==> src/rtl/pipe_stage_buf.sv <==
// Pipeline stage register with valid/ready handshake, optional skid entry,
// synchronous flush and a saturating stall-cycle counter.
module pipe_stage_buf #(
  parameter int WIDTH = 32,
  parameter int SKID  = 1,
  parameter int CNT_W = 16
) (
  input  logic             clk,
  input  logic             rst,
  input  logic             in_valid,
  output logic             in_ready,
  input  logic [WIDTH-1:0] in_data,
  input  logic             flush,
  output logic             out_valid,
  input  logic             out_ready,
  output logic [WIDTH-1:0] out_data,
  output logic [CNT_W-1:0] stall_cnt,
  input  logic             stall_clr
);

  typedef enum logic [1:0] {
    EMPTY = 2'd0,
    BUSY  = 2'd1,
    FULL  = 2'd2
  } state_t;

  logic             w_mainValid;
  logic [WIDTH-1:0] w_mainData;
  logic [CNT_W-1:0] r_stallCnt;

  // Bubbles are forced to zero so downstream decodes a NOP control word.
  assign out_valid = w_mainValid;
  assign out_data  = w_mainValid ? w_mainData : '0;
  assign stall_cnt = r_stallCnt;

  always_ff @(posedge clk) begin
    if (!rst) begin
      r_stallCnt <= '0;
    end else if (stall_clr) begin
      r_stallCnt <= '0;
    end else if (w_mainValid && !out_ready && (r_stallCnt != '1)) begin
      r_stallCnt <= r_stallCnt + CNT_W'(1);
    end
  end

  generate
    if (SKID != 0) begin : g_skid
      state_t           r_state;
      state_t           w_nextState;
      logic [WIDTH-1:0] r_main;
      logic [WIDTH-1:0] r_skid;
      logic             r_inReady;
      logic             w_accept;
      logic             w_fire;
      logic             w_loadMain;
      logic             w_loadSkid;
      logic             w_mainFromSkid;

      assign w_accept    = in_valid && r_inReady;
      assign w_fire      = (r_state != EMPTY) && out_ready;
      assign in_ready    = r_inReady;
      assign w_mainValid = (r_state != EMPTY);
      assign w_mainData  = r_main;

      always_comb begin
        w_nextState    = r_state;
        w_loadMain     = 1'b0;
        w_loadSkid     = 1'b0;
        w_mainFromSkid = 1'b0;
        case (r_state)
          EMPTY: begin
            if (w_accept) begin
              w_loadMain  = 1'b1;
              w_nextState = BUSY;
            end
          end
          BUSY: begin
            if (w_accept && w_fire) begin
              w_loadMain = 1'b1;
            end else if (w_accept) begin
              w_loadSkid  = 1'b1;
              w_nextState = FULL;
            end else if (w_fire) begin
              w_nextState = EMPTY;
            end
          end
          FULL: begin
            if (w_fire) begin
              w_mainFromSkid = 1'b1;
              w_nextState    = BUSY;
            end
          end
          default: w_nextState = EMPTY;
        endcase
        if (flush) begin
          w_nextState = EMPTY;
        end
      end

      // in_ready is registered from the next state so it never sees out_ready.
      always_ff @(posedge clk) begin
        if (!rst || flush) begin
          r_state   <= EMPTY;
          r_main    <= '0;
          r_skid    <= '0;
          r_inReady <= 1'b1;
        end else begin
          r_state   <= w_nextState;
          r_inReady <= (w_nextState != FULL);
          if (w_loadMain) begin
            r_main <= in_data;
          end else if (w_mainFromSkid) begin
            r_main <= r_skid;
          end
          if (w_loadSkid) begin
            r_skid <= in_data;
          end
        end
      end
    end else begin : g_single
      logic             r_valid;
      logic [WIDTH-1:0] r_main;
      logic             w_accept;
      logic             w_fire;

      assign in_ready    = !r_valid || out_ready;
      assign w_accept    = in_valid && in_ready;
      assign w_fire      = r_valid && out_ready;
      assign w_mainValid = r_valid;
      assign w_mainData  = r_main;

      always_ff @(posedge clk) begin
        if (!rst || flush) begin
          r_valid <= 1'b0;
          r_main  <= '0;
        end else if (w_accept) begin
          r_valid <= 1'b1;
          r_main  <= in_data;
        end else if (w_fire) begin
          r_valid <= 1'b0;
        end
      end
    end
  endgenerate

endmodule

==> config.mk <==
export PLATFORM = sky130hd
export DESIGN_NAME = pipe_stage_buf
export DESIGN_NICKNAME = d
export VERILOG_FILES = /design/src/rtl/pipe_stage_buf.sv
export SDC_FILE = /design/constraint.sdc
export NUM_CORES = 1
export LEC_CHECK = 0
export ABC_AREA = 1
export BUFFER_PORTS_ARGS = -buffer_cell sky130_fd_sc_hd__buf_2
export CORE_UTILIZATION = 50
export CTS_CLUSTER_SIZE = 8
export DETAILED_ROUTE_END_ITERATION = 6
export GPL_ROUTABILITY_DRIVEN = 1
export HOLD_SLACK_MARGIN = 0.15
export PLACE_DENSITY = 0.75
export SETUP_SLACK_MARGIN = 0.1
export SLEW_MARGIN = 5
export SYNTH_ARGS = -nofsm -noshare
export SYNTH_HDL_FRONTEND = slang
export SYNTH_SLANG_ARGS = --single-unit
==> constraint.sdc <==
create_clock -name clk -period 2.05 [get_ports clk]
set_input_delay 0.205 -clock clk [delete_from_list [all_inputs] [get_ports clk]]
set_output_delay 0.205 -clock clk [all_outputs]
set_load 0.01 [all_outputs]
==> report_table.html <==
<table>
<tr><th>Metric</th><th>Value</th></tr>
<tr><th colspan="2">Status</th></tr>
<tr><td>Run status</td><td>finished clean</td></tr>
<tr><th colspan="2">Critical path</th></tr>
<tr><td>Number of cells traversed by the worst register-to-register path</td><td>7</td></tr>
<tr><td>Startpoint kind of the worst setup timing path</td><td>flip-flop</td></tr>
<tr><td>Delay contributed by the slowest stage of the critical path</td><td>410 ps</td></tr>
<tr><td>Worst Path Buf+Inv</td><td>0</td></tr>
<tr><td>Data arrival time at the worst-slack endpoint</td><td>approximately 2000 ps</td></tr>
<tr><td>Maximum fanout along the worst path</td><td>11</td></tr>
<tr><td>Crit path top cell by count</td><td>nand2_1</td></tr>
<tr><td>Category of the most critical setup path</td><td>reg -&gt; reg</td></tr>
<tr><td>Slowest cell on crit path</td><td>o21ai_2</td></tr>
<tr><td>Top Family by Delay on Critical Path</td><td>compound AO/OA/AOI/OAI gates</td></tr>
<tr><td>Critical path capture point type</td><td>flip-flop</td></tr>
<tr><td>Cells traversed along the worst timing path</td><td>ha_1, nand2_1, nor2_2, nand2_2, o21ai_2, nand2_1, a21oi_1</td></tr>
<tr><td>Data required time of the worst path</td><td>approximately 2300 ps</td></tr>
<tr><td>Number of logic stages on the critical path including buffering</td><td>7</td></tr>
<tr><th colspan="2">Global routing</th></tr>
<tr><td>All-Layer GR Usage</td><td>0.237</td></tr>
<tr><td>Global-route wire length before repair</td><td>14.6 mm</td></tr>
<tr><td>Initial antenna violation count</td><td>0</td></tr>
<tr><td>Vias in the first global route</td><td>3,354</td></tr>
<tr><td>Remaining global-route overflow</td><td>0</td></tr>
<tr><td>Pin count of the biggest net entering global routing</td><td>65</td></tr>
<tr><th colspan="2">STA</th></tr>
<tr><td>Total of endpoints with negative setup slack in the final report</td><td>0</td></tr>
<tr><td>Fin. Hold Viols</td><td>0</td></tr>
<tr><td>Unrepaired setup endpoints after global routing</td><td>no</td></tr>
<tr><td>Final Max Slew Viols</td><td>0</td></tr>
<tr><td>Sum Neg Setup Slack</td><td>0 ps</td></tr>
<tr><td>Crit share post-route</td><td>0.826</td></tr>
<tr><td>Slew headroom</td><td>0.623</td></tr>
<tr><td>Worst-margin pin slew</td><td>565 ps</td></tr>
<tr><td>Min Tclk post-route</td><td>1690 ps</td></tr>
<tr><td>Achievable clock frequency</td><td>around 0.59 GHz</td></tr>
<tr><td>Worst clock skew</td><td>5.83 ps</td></tr>
<tr><th colspan="2">Floorplan</th></tr>
<tr><td>FP Rows</td><td>31</td></tr>
<tr><td>Starting Density</td><td>0.523</td></tr>
<tr><td>Number of primary I/O pins</td><td>roughly 90</td></tr>
<tr><td>Floorplan die area</td><td>roughly 8000 um^2</td></tr>
<tr><td>Die width</td><td>89.6 um</td></tr>
<tr><td>Die H</td><td>89.6 um</td></tr>
<tr><td>Core area</td><td>7330 um^2</td></tr>
<tr><th colspan="2">Logic synthesis</th></tr>
<tr><td>Synth Area per Inst</td><td>6.90 um^2</td></tr>
<tr><td>Yosys warnings</td><td>0</td></tr>
<tr><td>Fraction of synthesized cell area taken by the top area cell type</td><td>0.433</td></tr>
<tr><td>Proportion of synthesized chip area in sequential cells</td><td>0.433</td></tr>
<tr><td>Cell types with the largest area share after synthesis</td><td>dfxtp_1, nor2_1, nand2_1, a31oi_1, inv_1</td></tr>
<tr><td>Synthesized instance count</td><td>between 500 and 600</td></tr>
<tr><td>Mapped Area</td><td>3840 um^2</td></tr>
<tr><td>Proportion of register bits with asynchronous set or reset after synthesis</td><td>0</td></tr>
<tr><td>Distinct cell type count of the synthesized netlist</td><td>26</td></tr>
<tr><td>Number of enable-type register cells in the synthesized netlist</td><td>0</td></tr>
<tr><td>Main synth FF type</td><td>dfxtp_1</td></tr>
<tr><td>Synthesized flop and latch total</td><td>83</td></tr>
<tr><td>Dominant cell type by area after synthesis</td><td>dfxtp_1</td></tr>
<tr><td>Net count of the mapped netlist</td><td>approximately 600</td></tr>
<tr><th colspan="2">Layout</th></tr>
<tr><td>Number of fill cells in the layout</td><td>664</td></tr>
<tr><td>Area used by sequential logic in the layout</td><td>1660 um^2</td></tr>
<tr><td>Net total in the final layout</td><td>706</td></tr>
<tr><td>Multi-input logic area</td><td>1780 um^2</td></tr>
<tr><td>Post-route non-filler standard cell count</td><td>770</td></tr>
<tr><td>Area grow syn2layout</td><td>27.4%</td></tr>
<tr><td>Diode count</td><td>0</td></tr>
<tr><td>Share of final-layout standard cells stronger than drive strength 1</td><td>0.191</td></tr>
<tr><td>Most frequent cells in the layout</td><td>nor2_1, nand2_1, buf_2, dfxtp_1, inv_1</td></tr>
<tr><td>Most common library cell in the layout ignoring fill and taps</td><td>nor2_1</td></tr>
<tr><th colspan="2">Power</th></tr>
<tr><td>Power per unit of standard cell area</td><td>between 600 and 700 nW/um^2</td></tr>
<tr><td>Overall power consumption</td><td>between 3 and 4 mW</td></tr>
<tr><td>Maximum resistive drop on vdd</td><td>0.407 mV</td></tr>
<tr><td>Leakage power figure</td><td>2.11 nW</td></tr>
<tr><th colspan="2">Detailed routing</th></tr>
<tr><td>Count of vias placed by the detailed router</td><td>3,782</td></tr>
<tr><td>Avg Vias per Cell</td><td>4.91</td></tr>
<tr><td>Length of the first detailed-routing pass in iterations</td><td>4</td></tr>
<tr><td>Antenna viol nets, final</td><td>0</td></tr>
<tr><td>Detailed-route wire length per cell</td><td>11.6 um</td></tr>
<tr><td>DRC</td><td>0</td></tr>
<tr><td>Total detailed-routing wirelength</td><td>8.90 mm</td></tr>
<tr><td>Violation count after the first detailed-route iteration</td><td>roughly 170</td></tr>
<tr><th colspan="2">Clock network</th></tr>
<tr><td>Number of sinks handled by clock tree synthesis</td><td>83</td></tr>
<tr><td>PostCTS Resize Cnt</td><td>0</td></tr>
<tr><td>Worst skew pair latency</td><td>350 ps</td></tr>
<tr><td>Count of H-tree levels built during CTS</td><td>3</td></tr>
<tr><td>Clk pin slew, worst setup/hold paths</td><td>roughly 80 ps</td></tr>
<tr><td>Cell chosen for the clock root</td><td>clkbuf_8</td></tr>
<tr><td>Largest buffer count on any clock path</td><td>2</td></tr>
<tr><td>CTS tree</td><td>built</td></tr>
<tr><td>Number of buffers created by CTS</td><td>9</td></tr>
<tr><th colspan="2">Placement</th></tr>
<tr><td>Gp weighted congestion</td><td>just under 0.8</td></tr>
<tr><td>Hpwl dp</td><td>around 5.6 mm</td></tr>
<tr><td>Number of port buffers</td><td>a little under 90</td></tr>
<tr><td>Cell count after placement</td><td>720</td></tr>
<tr><th colspan="2">Flow run</th></tr>
<tr><td>Number of maximum-capacitance constraint violations</td><td>0</td></tr>
<tr><th colspan="2">Min path</th></tr>
<tr><td>Cells on Worst Hold Path</td><td>4</td></tr>
<tr><td>Kind of path behind the tightest hold check</td><td>in -&gt; reg</td></tr>
</table>
-- logic make-up (layout without fill, tap and decap cells) --
logic type / count (synthesis) / count (layout) / synth area share
buf+inv: 86 / 201 / 0.106
xor+xnor: 6 / 6 / 0.0137
fa+ha+maj: 1 / 1 / 0.00326
compound gates: 112 / 112 / 0.158
simple gates: 268 / 268 / 0.286
flops: 83 / 83 / 0.433
-- path summary, 6_finish.rpt --
kind	start	to	slack (ps)
worst max register to register	stall_cnt[0]$_SDFFE_PP0P_	stall_cnt[2]$_SDFFE_PP0P_	360
worst max-delay path	stall_cnt[0]$_SDFFE_PP0P_	stall_cnt[2]$_SDFFE_PP0P_	360
worst min register to register	g_skid.r_skid[21]$_SDFFE_PP0P_	g_skid.r_main[21]$_SDFFE_PP0P_	470
worst min-delay path	flush	g_skid.r_state[1]$_SDFF_PP0_	200
-- worst register-to-register path: cells and delay by family, from the launching register on --
family | cells | cell delay (ps)
compound gates | 2 | 570
simple gates | 4 | 450
flops | 1 | 390
fa+ha+maj | 1 | 220
-- registers in the layout (all words and copies together) (netlist names) --
signal	flops
g_skid.r_state	2
g_skid.r_main	32
g_skid.r_skid	32
in_ready	1
stall_cnt	16
-- metrics by stage --
stage | area [um^2] | hold slack (ps) | setup WS (ps) | util
finish | 4890 | 204 | 357 | 0.667
global route | 4890 | 218 | 155 | 0.667
CTS | 4870 | 209 | 137 | 0.665
detailed placement | 4290 | 449 | 394 | 0.586
global placement | 4290 | 446 | 467 | 0.586
floorplan | 3840 | 340 | 530 | -
-- layer usage --
layer | vias to the layer above | share of wire | global-route usage
li1 | 1995 | - | -
met1 | 1698 | 0.44 | 0.278
met2 | 76 | 0.50 | 0.426
met3 | 13 | 0.044 | 0.0512
met4 | 0 | 0.017 | 0.0837
met5 | - | 0 | 0
-- timing repair --
action,in CTS,in global routing
endpoints found under the setup margin,0,15
buffers inserted,0,2
hold endpoints to repair,65,0
hold buffers,33,0
-- area by class of cell --
| type | count | area share |
|---|---|---|
| Clock inverter | 4 | 0.0200 |
| Timing Repair Buffer | 130 | 0.177 |
| Clock buffer | 11 | 0.0310 |
| Tap cell | 99 | 0.0253 |
| Multi-Input combinational cell | 387 | 0.364 |
| Inverter | 56 | 0.0430 |
| Sequential cell | 83 | 0.340 |
-- synth_stat cells, drive strengths merged, types with 2 or more instances --
cell type and count:
o21ai 67, a31oi 32, nand4 6, buf 18, xor2 4, nand3 10
a21oi 12, nor2 130, dfxtp 83, xnor2 2, clkbuf 12, nand2 121
inv 55
-- power breakdown --
| part | internal, mW | leakage (nW) | switching, mW |
|---|---|---|---|
| Clock | 0.869 | 0.122 | 0.574 |
| Combinational | 0.132 | 1.32 | 0.177 |
| Sequential | 1.64 | 0.672 | 0.0179 |
Note: power is estimated with default switching activity, not from simulation.
